[config.mk]
export PLATFORM = sky130hd
export DESIGN_NAME = riscv_if_stage
export DESIGN_NICKNAME = d
export VERILOG_FILES = /design/src/rtl/riscv_if_stage.sv
export SDC_FILE = /design/constraint.sdc
export NUM_CORES = 1
export LEC_CHECK = 0
export ABC_AREA = 1
export CAP_MARGIN = 15
export CORE_ASPECT_RATIO = 0.8
export CORE_MARGIN = 1.5
export CORE_UTILIZATION = 47
export CTS_CLUSTER_DIAMETER = 150
export DETAILED_ROUTE_END_ITERATION = 7
export PLACE_DENSITY = 0.87
export SLEW_MARGIN = 10
export SYNTH_ARGS = -nofsm -noshare
export SYNTH_HDL_FRONTEND = slang
export SYNTH_SLANG_ARGS = --single-unit
[constraint.sdc]
create_clock -name clk -period 8.5 [get_ports clk]
set_input_delay 1.275 -clock clk [delete_from_list [all_inputs] [get_ports clk]]
set_output_delay 1.275 -clock clk [all_outputs]
set_load 0.005 [all_outputs]
[src/rtl/riscv_if_stage.sv]
// Instruction-fetch stage: owns the PC, drives instruction memory and fills the
// single-entry IF/ID register, with EX/ID redirects taking priority over stall.
module riscv_if_stage #(
  parameter logic [31:0] RESET_PC  = 32'h0000_0000,
  parameter logic [31:0] NOP_INSTR = 32'h0000_0013,
  parameter int unsigned CNT_W     = 16
) (
  input  logic             clk,
  input  logic             reset,
  input  logic             Stall,
  input  logic [1:0]       JumpFlag,
  input  logic [31:0]      JumpTarget_id,
  input  logic [31:0]      JumpTarget_ex,
  input  logic [31:0]      Imem_data,
  output logic [31:0]      Imem_addr,
  output logic [31:0]      PC,
  output logic [31:0]      PC_id,
  output logic [31:0]      PC4_id,
  output logic [31:0]      Instruction_id,
  output logic             Valid_id,
  output logic [CNT_W-1:0] FetchCount
);

  localparam logic [CNT_W-1:0] CNT_ONE = {{(CNT_W-1){1'b0}}, 1'b1};

  logic [31:0] pc_q;
  logic [31:0] pc_plus4;
  logic [31:0] pc_next;
  logic [31:0] redirect_target;
  logic        redirect;
  logic        fetch;

  always_comb begin
    pc_plus4        = pc_q + 32'd4;
    redirect        = |JumpFlag;
    // EX holds the older instruction, so its redirect wins over ID's.
    redirect_target = JumpFlag[1] ? JumpTarget_ex : JumpTarget_id;
    fetch           = !redirect && !Stall;
    pc_next         = pc_q;
    if (redirect) begin
      pc_next = {redirect_target[31:2], 2'b00};
    end else if (fetch) begin
      pc_next = pc_plus4;
    end
  end

  always_ff @(posedge clk or posedge reset) begin
    if (reset) begin
      pc_q <= RESET_PC;
    end else begin
      pc_q <= pc_next;
    end
  end

  // A bubble reloads IF/ID with the same contents it has out of reset.
  always_ff @(posedge clk or posedge reset) begin
    if (reset) begin
      PC_id          <= 32'd0;
      PC4_id         <= 32'd4;
      Instruction_id <= NOP_INSTR;
      Valid_id       <= 1'b0;
    end else if (redirect) begin
      PC_id          <= 32'd0;
      PC4_id         <= 32'd4;
      Instruction_id <= NOP_INSTR;
      Valid_id       <= 1'b0;
    end else if (fetch) begin
      PC_id          <= pc_q;
      PC4_id         <= pc_plus4;
      Instruction_id <= Imem_data;
      Valid_id       <= 1'b1;
    end
  end

  always_ff @(posedge clk or posedge reset) begin
    if (reset) begin
      FetchCount <= '0;
    end else if (fetch) begin
      FetchCount <= FetchCount + CNT_ONE;
    end
  end

  assign Imem_addr = pc_q;
  assign PC        = pc_q;

endmodule

After elaboration in Yosys (flattened, before gate mapping):

Index checks and enable logic that the tools add are counted.

* add/sub/neg operators: 2
* mux-type cells: 10
* reduce and logical (&&, ||, !) cells: 5

Operators with widths (count)
* $mux 32: 8
* $add 32x3->32 const B: 1
* $add 16x1->16 const B: 1
* $logic_not 1->1: 2
* $mux 1: 2
* $reduce_bool 2->1: 1
* $reduce_or 2->1: 1
* $logic_and 1x1->1: 1

* register bits: 145
* bits of input ports: 101
* output and inout port bits: 177

Longest topological paths before layout:

Gate-level depths: netlist (run 1).

* depth after elaboration: 5
* gate-level depth with buffers: 10
* gate-level depth less buffers: 9

Worst setup path before layout (run 1):

Ideal clock, no wire load.

* path kind: in2reg
* from: input port JumpFlag[0]
* to: register FetchCount[14]
* library setup time: 123 ps
* data arrival time: 2218 ps
* path slack: 6160 ps
* stages on the path: 9
* path buffers: 2
* cells stage by stage: nor2_2 > buf_4 > nand2_2 > buf_6 > nor2_4 > nand2_2 > nor2_2 > nand3_1 > xor2_1

* longest elaborated chain between the ends: 3

Ends and longest elaborated chain
* start: declaration: line 11 `input logic [1:0] JumpFlag,`
* $reduce_or 2->1: line 35 `redirect = |JumpFlag;`
* $logic_not 1->1: line 38 `fetch = !redirect && !Stall;`
* $logic_and 1x1->1: line 38
* end signal: assignment: line 79 `FetchCount <= FetchCount + CNT_ONE;`
* end: declaration: line 21 `output logic [CNT_W-1:0] FetchCount`

Every way passes these cells.
A chain may end at the register's enable or synchronous reset.

Worst setup path after layout (run 1):

* from: input port JumpFlag[1]
* to: register pc_q[28] (netlist: Imem_addr[28])

* longest elaborated chain between the ends: 4

Ends and longest elaborated chain
* $reduce_or 2->1: line 35
* $logic_not 1->1: line 38
* $logic_and 1x1->1: line 38
* $reduce_bool 2->1 (no line)
* end signal: assignment: line 51 `pc_q <= pc_next;`
* end: declaration: line 26 `logic [31:0] pc_q;`

Parallel ways exist; a longest one is shown, timed or not.

==> summary.txt, run 1 <==
Route
  • DR pass1 iterations: 5
  • Post-DR wirelength/cell: 17.7 um
  • Initial DRC count: 521
  • Met3 WL: between 1.5 and 2 mm
  • Detail Route Antenna Nets: 0
  • Routed WL: about 21 mm
  • Max layer used: met4
  • WL met1: 9.11 mm
  • DRC Markers: 0
  • Met2 wire length: 9.93 mm
  • Via count: approximately 6.3k
  • Vias per std cell: between 5 and 6

Worst hold path
  • Hold path endpoint: PC4_id[19]
  • Hold Path Depth: 2
  • Worst Hold Class: flip-flop to flip-flop
  • Worst min-delay path startpoint: PC4_id[19]

Final layout
  • Area grow syn2layout: 46.0%
  • Commonest non-fill, non-tap cell in the layout: clkdlybuf4s50_1
  • Finished Core Util: about 70%
  • Most frequent cells in the layout: clkdlybuf4s50_1 (265), nand2_1 (177), dfrtp_1 (135)
  • Layout cell share with drive strength beyond 1: ~5.6%
  • Final nets: approximately 1.1k
  • Antenna diodes: 0

Run status
  • Outcome: finished clean

Logic synthesis
  • Yosys reg bits: roughly 140
  • Sequential fraction of the synthesis area: between 50% and 60%
  • Synth async-reset ratio: 100%
  • Top_reg_cell synth: dfrtp_1
  • Synth Area in XOR/XNOR: under 10%
  • Post-synthesis simple-gate area fraction: about 20%
  • Ys Warns: 0
  • Mux cell area share after synthesis: 0%
  • Compound-gate portion of the synthesized area: 16.0%
  • Post-Synth Adder-Cell Area: less than 1%
  • Synthesized netlist cell count: between 700 and 800
  • Top cell type by total area after synthesis: dfrtp_1
  • Yosys cell types: 32
  • Largest family of logic cells by synthesized area: simple AND/OR/NAND/NOR gates
  • Post-Syn Area: ~0.0067 mm2
  • Yosys top cell area share: roughly half
  • EDFF count, synth: 0
  • Synth top area cells: dfrtp_1 (50%), nand2_1 (9.9%), o21ai_0 (4.9%), buf_4 (4.7%), a22o_1 (3.9%)
  • Average cell area after synthesis: roughly 9 um2

Power and ir drop
  • Max VDD drop: roughly 0.15 mV
  • Leak pwr: between 4 and 5 nW
  • Power Density: about 190 mW/mm2

Clock network
  • Post-CTS Hold Fix Bufs: 0
  • Cts bufs inserted: 17
  • H-tree lvl count: 4
  • Max clock buf depth: 2
  • Postcts setup bufs: 0
  • TritonCTS clock tree: yes
  • CTS clock-pin slew for the worst setup and hold paths: about 0.06 ns
  • Worst skew pair latency: 0.42 ns
  • CTS Root Cell: clkbuf_16
  • Sink Count: about 140
  • Post-CTS Resized: 0

Timing
  • Layout Skew: between 0.01 and 0.015 ns
  • Fmax: 246 MHz
  • Setup TNS Final: 0 ns
  • Setup WS post-layout: 4.43 ns
  • Part of the cycle the worst path needs: between 40% and 50%
  • Final Critical Period: between 4 and 5 ns
  • Slew headroom: 23.1%
  • Final hold vios: 0
  • Setup-failing EPs final: 0
  • Final Max Tran Viols: 0
  • RSZ-0062 raised after global routing: no
  • Measured slew at the worst slew-check pin: approximately 1.2 ns

Die
  • I/O Pins: 278
  • Initial Util: between 40% and 50%
  • DIE AREA: approximately 0.015 mm2
  • Core ar.: between 0.01 and 0.015 mm2
  • Die width: between 100 and 150 um
  • Die height: 110 um
  • Rows: 38

Global routing
  • Total gr overflow: 0
  • Initial antenna violation count: 0
  • Largest net degree at the start of global routing: 80
  • Gr usage total: 27.8%
  • Vias in the first global route: between 5k and 6k
  • First-pass GRT wire length: roughly 31 mm

Worst setup path
  • Arr. time, crit path: between 4 and 5 ns
  • CP Launch Type: primary input
  • Setup CP Type: primary input to flip-flop
  • Worst r2r src: Imem_addr[3]
  • Worst path required time: 8.83 ns
  • CP Capture Type: flip-flop
  • Crit Path Max Fanout: 71
  • R2R Setup Slk: 6.38 ns
  • Worst r2r path cells: 8
  • Reg-to-Reg End: Imem_addr[14]

Placed design
  • Placed wire-length estimate: ~15 mm
  • IO Port Bufs: around 270
  • Placer congestion estimate: roughly 0.84
  • Place WS: 4.05 ns

Run
  • Max Cap Viol: 0
[report_power, final]
| part | internal, W | switching [W] |
|---|---|---|
| clock network | 0.000473 | 0.000293 |
| registers | 0.000712 | 0.0000655 |
| logic | 0.000195 | 0.000145 |
[worst max-delay path, cell delays in order]
cell and delay (ns):
clkdlybuf4s50_1 0.39, buf_4 0.26, nor2_2 0.12, buf_4 0.36, inv_1 0.22, nor2_4 0.13, buf_4 0.54, buf_4 0.68
a221oi_1 0.14, a21oi_1 0.21
[metrics by stage]
step / hold slack [ns] / instance area [um2] / instances / power [W]
final: 0.485 / 9770 / 1180 / 0.00188
after global routing: 0.509 / 9770 / 1180 / 0.00197
after CTS: 0.486 / 9770 / 1180 / 0.00190
after detailed placement: 0.472 / 9160 / 1148 / 0.00113
after global placement: 0.465 / 9160 / 1148 / 0.00112
after floorplan: 0.476 / 6720 / 772 / 0.000923
[registers in the layout, indices dropped and copies added (netlist names)]
register	flops
Instruction_id	32
Imem_addr	30
PC4_id	30
PC_id	30
FetchCount	16
Valid_id	1
[Yosys cell counts, drive strengths merged (14+ instances only)]
cell / n
inv: 55
nor2: 76
a21oi: 28
nand2: 181
nand3: 46
o21ai: 68
dfrtp: 135
clkbuf: 14
a221oi: 15
a22oi: 14
buf: 60
a22o: 30
[worst max path at each step]
| stage | from | end | depth (start not counted) |
|---|---|---|---|
| floorplan | reset | FetchCount[0] | 1 |
| global placement | JumpFlag[1] | Imem_addr[28] | 10 |
| detailed placement | JumpFlag[1] | FetchCount[9] | 11 |
| CTS | JumpFlag[1] | Imem_addr[28] | 10 |
| global route | JumpFlag[1] | Imem_addr[27] | 10 |
| finish | JumpFlag[1] | Imem_addr[28] | 10 |
[cells by family (layout without fill, tap and decap cells)]
family | count (synthesis) | in the layout
simple gates | 313 | 313
compound gates | 168 | 168
flops | 139 | 139
buf+inv | 129 | 357
xor+xnor | 13 | 13
fa+ha+maj | 2 | 2
other cells | 1 | 8
[metal layers]
metal | up-vias | GRT usage [%]
met3 | 19 | 7.84
met2 | 260 | 42.5
met1 | 3017 | 38.7
met5 | - | 0
met4 | 0 | 8.51
li1 | 2957 | -
[final cells by class]
class / count / area (um2)
clock buffer: 20 / 447
tap: 180 / 225
fill: 1020 / 3970
sequential: 139 / 3480
multi-input combinational: 504 / 2550
inverter: 55 / 211
timing repair buffer: 270 / 2690
clock inverter: 12 / 163
(Power assumes the default switching activity.)
==> run 2: changes to the inputs <==
--- a/config.mk
+++ b/config.mk
@@ -9,10 +9,10 @@
 export CAP_MARGIN = 15
 export CORE_ASPECT_RATIO = 0.8
 export CORE_MARGIN = 1.5
-export CORE_UTILIZATION = 47
+export CORE_UTILIZATION = 39
 export CTS_CLUSTER_DIAMETER = 150
 export DETAILED_ROUTE_END_ITERATION = 7
-export PLACE_DENSITY = 0.87
+export PLACE_DENSITY = 0.77
 export SLEW_MARGIN = 10
 export SYNTH_ARGS = -nofsm -noshare
 export SYNTH_HDL_FRONTEND = slang
==> constraint.sdc (replaced) <==
create_clock -name clk -period 3.52 [get_ports clk]
set_input_delay 0.528 -clock clk [delete_from_list [all_inputs] [get_ports clk]]
set_output_delay 0.528 -clock clk [all_outputs]
set_load 0.005 [all_outputs]
==> run 2 against run 1 <==
Sequential share of layout area is 0.47 points lower. Critical endpoint is now Imem_addr[25]. Wire length increased by 4.7%. Hold slack lost 0.0022 ns. Power up 150%.
==> summary.txt, run 2 (synthesis results as in run 1) <==
Timing
  • Worst Hold Slack: between 0.4 and 0.5 ns
  • Setup-failing EPs final: 0
  • Fmax: 371 MHz
  • Final hold vios: 0
  • Final Max Tran Viols: 0
  • Measured slew at the worst slew-check pin: approximately 1.2 ns
  • Setup TNS Final: 0 ns
  • Part of the cycle the worst path needs: about three quarters
  • Layout Skew: roughly 0.0081 ns
  • RSZ-0062 raised after global routing: no
  • Final Critical Period: 2.69 ns
  • Slew headroom: roughly a fifth

Final layout
  • Antenna diodes: 0
  • Commonest non-fill, non-tap cell in the layout: clkdlybuf4s50_1
  • Layout cell share with drive strength beyond 1: between 5 and 6%
  • Fin cells: roughly 1.2k
  • Max reg flops: 32
  • Layout fillers: 1,479
  • Most frequent cells in the layout: clkdlybuf4s50_1 (265), nand2_1 (177), dfrtp_1 (135)
  • Final nets: ~1.1k
  • Area grow syn2layout: 47.9%
  • Biggest register: Instruction_id

Die
  • I/O Pins: around 280
  • Rows: 42
  • Initial Util: between 40% and 50%
  • Die height: ~120 um
  • Die width: between 100 and 150 um
  • Core ar.: ~0.017 mm2
  • DIE AREA: 0.0180 mm2

Route
  • Via count: about 6.2k
  • Post-DR wirelength/cell: about 18 um
  • DRC Markers: 0
  • Detail Route Antenna Nets: 0
  • Routed WL: 21.9 mm
  • DR pass1 iterations: 5
  • Initial DRC count: 478
  • Vias per std cell: between 5 and 6

Power and ir drop
  • Power Density: between 400 and 500 mW/mm2
  • Leak pwr: between 4 and 5 nW
  • Max VDD drop: between 0.3 and 0.4 mV

Worst hold path
  • Worst min-delay path startpoint: PC4_id[11]
  • Hold Path Depth: 2
  • Worst Hold Class: flip-flop to flip-flop
  • Hold path endpoint: PC4_id[11]

Clock network
  • Post-CTS Hold Fix Bufs: 0
  • CTS Root Cell: clkbuf_16
  • Worst skew pair latency: between 0.4 and 0.5 ns
  • H-tree lvl count: 4
  • CTS clock-pin slew for the worst setup and hold paths: approximately 0.060 ns
  • Sink Count: 139
  • Max clock buf depth: 2
  • TritonCTS clock tree: yes
  • Post-CTS Resized: 0
  • Cts bufs inserted: 17
  • Postcts setup bufs: 0

Worst setup path
  • Worst path slowest cell: clkdlybuf4s50_1
  • R2R Setup Slk: 1.56 ns
  • Crit path buffers/inverters: 3
  • Worst r2r src: Imem_addr[3]
  • CP delay by family, top: buffers and inverters
  • CP Capture Type: flip-flop
  • Worst r2r path cells: 8
  • Arr. time, crit path: just over 3 ns
  • Setup CP Type: primary input to flip-flop
  • Worst-path cell chain: clkdlybuf4s50_1 > nor2_2 > inv_1 > nor2_4 > buf_12 > a221oi_1 > a21oi_1
  • Reg-to-Reg End: PC4_id[24]
  • Crit Path Max Fanout: ~140
  • CP Launch Type: primary input
  • Worst path required time: slightly below 4 ns
  • CP max stage delay: between 0.7 and 0.8 ns

Placed design
  • Placed cell count: roughly 1.2k
  • Placed wire-length estimate: around 16 mm
  • IO Port Bufs: 265
  • Placer congestion estimate: 0.857

Global routing
  • Vias in the first global route: about 6k
  • Gr usage total: 24.6%
  • Total gr overflow: 0
  • First-pass GRT wire length: around 33 mm
  • Largest net degree at the start of global routing: ~140
  • Initial antenna violation count: 0

Run status
  • Outcome: finished clean

Run
  • Max Cap Viol: 0
[run 2: cell types whose count changed in the layout (fill, tap and decap cells not counted), moves of 2 or more]
cell        delta
clkbuf_8       +2
inv_6          -4
buf_12         +3
clkinvlp_4     -3
clkinv_2       +2
clkbuf_1       +3
[run 2: final cells by class]
cell class / count / area [um2] / area share (%)
multi-input combinational: 504 / 2550 / 25.8
timing repair buffer: 274 / 2760 / 27.9
clock inverter: 7 / 138 / 1.39
tap: 220 / 275 / 2.78
inverter: 55 / 210 / 2.12
clock buffer: 25 / 485 / 4.90
sequential: 139 / 3480 / 35.2
[run 2: through the flow]
step	area, um2	power, W	setup slack, ns	utilization, %
2_1_floorplan	6720	0.00223	1.26	-
3_3_place_gp	9280	0.00272	0.499	55.7
3_5_place_dp	9280	0.00274	0.451	55.7
4_1_cts	9900	0.00466	0.888	59.4
5_1_grt	9900	0.00482	0.622	59.4
6_report	9900	0.00462	0.826	59.4
[run 2: metal layers]
metal | up-vias | global-route usage (%) | share of wire (%)
met5 | - | 0 | 0
met4 | 0 | 8.35 | 2.1
met2 | 246 | 35.8 | 45
li1 | 2964 | - | -
met3 | 30 | 6.23 | 7.4
met1 | 2957 | 35.5 | 46
[run 2: how the worst max path moves through the flow]
stage,from,end,cells after the start
6_report,JumpFlag[1],Imem_addr[25],7
4_1_cts,JumpFlag[1],Imem_addr[25],7
3_3_place_gp,JumpFlag[1],Imem_addr[29],7
2_1_floorplan,reset,FetchCount[0],1
5_1_grt,JumpFlag[1],Imem_addr[25],7
3_5_place_dp,JumpFlag[1],Imem_addr[25],7
[run 2: power by group]
part / leakage (nW) / total (W) / switching, W / internal, W
Sequential: 1.82 / 0.00188 / 0.000160 / 0.00172
Clock: 0.301 / 0.00191 / 0.000667 / 0.00124
Combinational: 2.17 / 0.000833 / 0.000356 / 0.000477
Total: 4.29 / 0.00462 / 0.00118 / 0.00344
[run 2: tightest hold or removal path: cells and delay by family, from the launching register on]
| kind | cells | cell delay, ns |
|---|---|---|
| AOI/OAI and AO/OA | 1 | 0.05 |
| DFF | 1 | 0.34 |
| and+or+nand+nor | 1 | 0.05 |
==> patch 1, RTL diff (flow settings as in run 2) <==
Set the parameter `CNT_W` to 20 (it was 16).
--- a/src/rtl/riscv_if_stage.sv
+++ b/src/rtl/riscv_if_stage.sv
@@ -5,3 +5,3 @@
   parameter logic [31:0] NOP_INSTR = 32'h0000_0013,
-  parameter int unsigned CNT_W     = 16
+  parameter int unsigned CNT_W     = 20
 ) (
Ports: changed (resized FetchCount); port bits go from 278 to 282. No check against the original RTL was run, so the function may have changed too.
==> patch 1 against run 2 <==
Sequential cell count up 4. Routed wire length grew 2.0%. Area after synthesis rose by 4.5%. Combinational power down 2%. Final cell count is 3.7% higher. Final area rose by 2.9%. Power fell by 3.2%. Core utilization decreased by 0.99 points. First-iteration DRC count is 5.0% lower. Non-clock buffer count is 7 higher. Maximum frequency increased by 19%. Setup slack gained 430 ps. Largest cell class unchanged.
==> patch 1: results (changes against run 2) <==
* Status: finished, final reports clean (unchanged)
* Filler instances at 1546 (was 1479)
* Sequential power at 1920 uW (was 1880 uW)
* IO buf count at 269 (was 265)
* Post-synthesis compound-gate area fraction at 14.9% (was 16.0%)
* Maximum fanout along the worst path at 39 (was 138)
* Dpl cells at 1237 (was 1192)
* DR iter-0 viols at 454 (was 478)
* Hold Path Cell Cnt at 2 (unchanged)
* Worst reg2reg startpoint: Imem_addr[2]$_DFFE_PP0P_ (was Imem_addr[3]$_DFFE_PP0P_)
* Fin worst setup slack at 1260 ps (was 826 ps)
* Int Power at 3170 uW (was 3440 uW)
* Critical Path Sink: FetchCount[4]$_DFFE_PP0P_ (was Imem_addr[25]$_DFFE_PP0P_)
* Post-synth top cells: nand2_1 (190), dfrtp_1 (139), nor2_1 (70), inv_1 (53), o21ai_0 (51) (was nand2_1 (177), dfrtp_1 (135), nor2_1 (67), o21ai_0 (66), inv_1 (53))
* Launch point of the worst path: Stall (was JumpFlag[1])
* CTS buffer count at 17 (unchanged)
* Switch share at 29.3% (was 25.6%)
* Final-stage net count at 1134 (was 1094)
* Data arrival, critical path at 2580 ps (was 3030 ps)
* Worst flop-to-flop path endpoint: Imem_addr[24]$_DFFE_PP0P_ (was PC4_id[24]$_DFFE_PP0P_)
* Final Skew at 7.10 ps (was 8.10 ps)
* Adder-Cell Fraction of Synth Area at 0.358% (was 0.374%)
* Setup bufs post-CTS at 0 (unchanged)
* P_clk at 1740 uW (was 1910 uW)
* Hold path startpoint: PC4_id[8]$_DFFE_PP0P_ (was PC4_id[11]$_DFFE_PP0P_)
* Worst reg2reg setup slack at 1580 ps (was 1560 ps)
* Post-DP HPWL at 16300 um (was 15800 um)
* Vias/cell at 5.14 (was 5.06)
* DP Worst Slack at 776 ps (was 451 ps)
* Routed vias at 6523 (was 6197)
* Synth area leaders: dfrtp_1 (50%), nand2_1 (10%), buf_4 (4.4%) (was dfrtp_1 (50%), nand2_1 (9.9%), o21ai_0 (4.9%))
* Skew-Pair Late Insertion Delay at 430 ps (was 410 ps)
* Worst reg2reg path depth at 9 (was 8)
* Syn Area/Cell at 8.76 um^2 (was 8.75 um^2)
* Sequential share of the synthesized area at 51.2% (was 52.0%)
* VDD IR max at 305 uV (was 307 uV)
* Xor/xnor share of the synthesized area at 2.25% (was 1.70%)
* Largest family of logic cells by synthesized area: simple AND/OR/NAND/NOR gates (unchanged)
* Gpl congestion at 0.911 (was 0.857)
* Wirelength per Cell at 17.6 um (was 17.9 um)
* Unique masters post-synth at 35 (was 32)
* WHS at 481 ps (was 483 ps)
* Largest net degree at the start of global routing at 59 (was 139)
* Vias in the first global route at 6230 (was 5946)
* Post_cts resized at 0 (unchanged)
* P_leak at 0.00438 uW (was 0.00429 uW)
* Layout cells sized above 1 at 7.57% (was 5.68%)
* Gr usage total at 23.8% (was 24.6%)
* Worst Hold End: PC4_id[8]$_DFFE_PP0P_ (was PC4_id[11]$_DFFE_PP0P_)
* Dpl cell area at 9620 um^2 (was 9280 um^2)
==> patch 1: changes by cell type after synthesis, sizes merged, moves of 3 or more <==
cell,delta
buf,+3
clkbuf,-3
dfrtp,+4
nand2,+16
nor2,+11
xnor2,+4
==> patch 1: routing by layer <==
| metal | GRT usage, % | part of all wire, % | vias to the layer above |
|---|---|---|---|
| li1 | - | - | 3067 |
| met2 | 36.9 | 46 | 267 |
| met1 | 33.0 | 45 | 3172 |
| met5 | 0 | 0 | - |
| met3 | 6.29 | 7.6 | 17 |
| met4 | 6.55 | 1.4 | 0 |
==> patch 1: cell type report <==
cell class                 instances  area (um^2)  share of cell area, %
multi-input combinational        532         2750                   27.0
inverter                          56          214                   2.10
clock inverter                    15          141                   1.39
tap                              225          282                   2.76
clock buffer                      17          425                   4.18
sequential                       143         3580                   35.2
timing repair buffer             281         2800                   27.4
==> patch 1: worst max-delay path, stage by stage <==
cell and delay (ps):
clkdlybuf4s50_1 540, inv_1 210, nand2_2 320, inv_2 610, nand4_1 190, xnor2_1 170
==> patch 2, RTL diff (config.mk and constraints of run 2) <==
Made on the original files. Register the output `FetchCount` once more, cleared by the reset; this adds one clock of latency there. The other outputs are not delayed to match.
--- a/src/rtl/riscv_if_stage.sv
+++ b/src/rtl/riscv_if_stage.sv
@@ -24,2 +24,4 @@
   localparam logic [CNT_W-1:0] CNT_ONE = {{(CNT_W-1){1'b0}}, 1'b1};
+
+  logic [CNT_W-1:0] FetchCount_s0;
 
@@ -76,5 +78,5 @@
     if (reset) begin
-      FetchCount <= '0;
+      FetchCount_s0 <= '0;
     end else if (fetch) begin
-      FetchCount <= FetchCount + CNT_ONE;
+      FetchCount_s0 <= FetchCount_s0 + CNT_ONE;
     end
@@ -85,2 +87,10 @@
 
+  always_ff @(posedge clk or posedge reset) begin
+    if (reset) begin
+      FetchCount <= '0;
+    end else begin
+      FetchCount <= FetchCount_s0;
+    end
+  end
+
 endmodule
Formal check against the unedited RTL: not equivalent (a bounded check fails within 4 cycles, from zero or initial values and one cycle with reset high).
==> patch 2 against run 2 <==
Power up 0.72%. Count of clock-buffer cells in the layout is 1 lower. Routed wire length down 2.4%. Setup slack better by 420 ps. First-iteration DRC count shrank 20%. Final area up 3.2%. Area after synthesis increased by 5.7%. Sequential cell count is 16 higher. Critical path type is now reg -> reg. Critical endpoint is now PC4_id[30]$_DFFE_PP0P_. Largest cell class unchanged. Highest routed layer unchanged.
==> patch 2: results (changes against run 2) <==
* DR iter-0 viols at 382 (was 478)
* Wirelength per Cell at 17.3 um (was 17.9 um)
* Hold path startpoint: FetchCount_s0[15]$_DFFE_PP0P_ (was PC4_id[11]$_DFFE_PP0P_)
* Status: finished, final reports clean (unchanged)
* Post_cts resized at 0 (unchanged)
* Filler instances at 1511 (was 1479)
* Gpl congestion at 0.901 (was 0.857)
* Worst reg2reg setup slack at 1240 ps (was 1560 ps)
* Final-stage net count at 1102 (was 1094)
* DP Worst Slack at 908 ps (was 451 ps)
* Data arrival, critical path at 2600 ps (was 3030 ps)
* CP delay by family, top: simple AND/OR/NAND/NOR gates (was buffers and inverters)
* Worst reg2reg path depth at 9 (was 8)
* Layout cells sized above 1 at 5.84% (was 5.68%)
* Maximum fanout along the worst path at 7 (was 138)
* Vias in the first global route at 6039 (was 5946)
* Launch point of the worst path: Imem_addr[3]$_DFFE_PP0P_ (was JumpFlag[1])
* Net Switching at 1200 uW (was 1180 uW)
* Total power at 4660 uW (was 4620 uW)
* P_clk at 1740 uW (was 1910 uW)
* Post-DP HPWL at 15100 um (was 15800 um)
* Unique masters post-synth at 35 (was 32)
* Comb. pwr at 820 uW (was 833 uW)
* Vias/cell at 5.09 (was 5.06)
* First-pass GRT wire length at 33000 um (was 33500 um)
* Gr usage total at 22.7% (was 24.6%)
* Final Max Slew Viols at 0 (unchanged)
* Largest net degree at the start of global routing at 156 (was 139)
* Routed vias at 6283 (was 6197)
* Crit share post-route at 64.6% (was 76.5%)
* Worst path slowest cell: dfrtp_1 (was clkdlybuf4s50_1)
* Slew @ Worst Pin at 807 ps (was 1210 ps)
* Post-synth top cells: nand2_1 (174), dfrtp_1 (151), nor2_1 (67), o21ai_0 (63), inv_1 (50) (was nand2_1 (177), dfrtp_1 (135), nor2_1 (67), o21ai_0 (66), inv_1 (53))
* VDD IR max at 288 uV (was 307 uV)
* Final Skew at 7.74 ps (was 8.10 ps)
* Synth area leaders: dfrtp_1 (53%), nand2_1 (9.2%), o21ai_0 (4.5%) (was dfrtp_1 (50%), nand2_1 (9.9%), o21ai_0 (4.9%))
* P_leak at 0.00448 uW (was 0.00429 uW)
* Sequential share of the synthesized area at 54.9% (was 52.0%)
* Dpl cells at 1205 (was 1192)
* Synthesized instance count at 774 (was 765)
## patch 2: changes by cell type after synthesis, moves of 3 or more
cell             run 2  this run
buf_2               14        19
buf_4               42        38
clkbuf_1            14        11
dfrtp_1            135       151
inv_1               53        50
nand2_1            177       174
nor3_1               5         1
o21ai_0             66        63
o21ai_1              2         5
## patch 2: cell type report
cell class / count / area, um^2 / area share (%)
clock buffer: 24 / 502 / 4.91
timing repair buffer: 271 / 2720 / 26.6
sequential: 155 / 3880 / 38.0
tap: 225 / 282 / 2.75
multi-input combinational: 501 / 2570 / 25.1
inverter: 53 / 203 / 1.98
clock inverter: 6 / 61.3 / 0.600
## patch 2: metal layers
metal  GRT usage (%)  share of wire [%]  routed length, um  up-vias
met5               0                  0                  0        -
met4            6.67                1.8                375        0
met3            7.71                8.6               1830       22
met2            33.4                 44               9360      269
met1            31.8                 46               9760     3008
li1                -                  -                  -     2984
## patch 2: logic make-up after synthesis
logic type	synth area share, %
other	0.0530
flip-flops	54.9
XOR/XNOR	1.86
AND/OR/NAND/NOR	18.7
buffers and inverters	9.20
adder cells (fa/ha/maj)	0.354
AO/OA/AOI/OAI	14.9
## patch 2: worst min path at each step
stage / slack [ps] / cells past startpoint / endpoint
floorplan: 370 / 0 / FetchCount[15]$_DFF_PP0_
global placement: 380 / 0 / FetchCount[15]$_DFF_PP0_
detailed placement: 380 / 0 / FetchCount[15]$_DFF_PP0_
CTS: 400 / 0 / FetchCount[15]$_DFF_PP0_
global route: 420 / 0 / FetchCount[15]$_DFF_PP0_
finish: 400 / 0 / FetchCount[15]$_DFF_PP0_
## patch 2: worst register-to-register path: stages (launching register included)
cell and delay (ps):
dfrtp_1 590, ha_1 290, nand2_1 100, nor2_2 210, nand2_2 190, nor2_1 390, nand2_1 100, nand2_1 70
nand3_1 90, o21ai_0 170
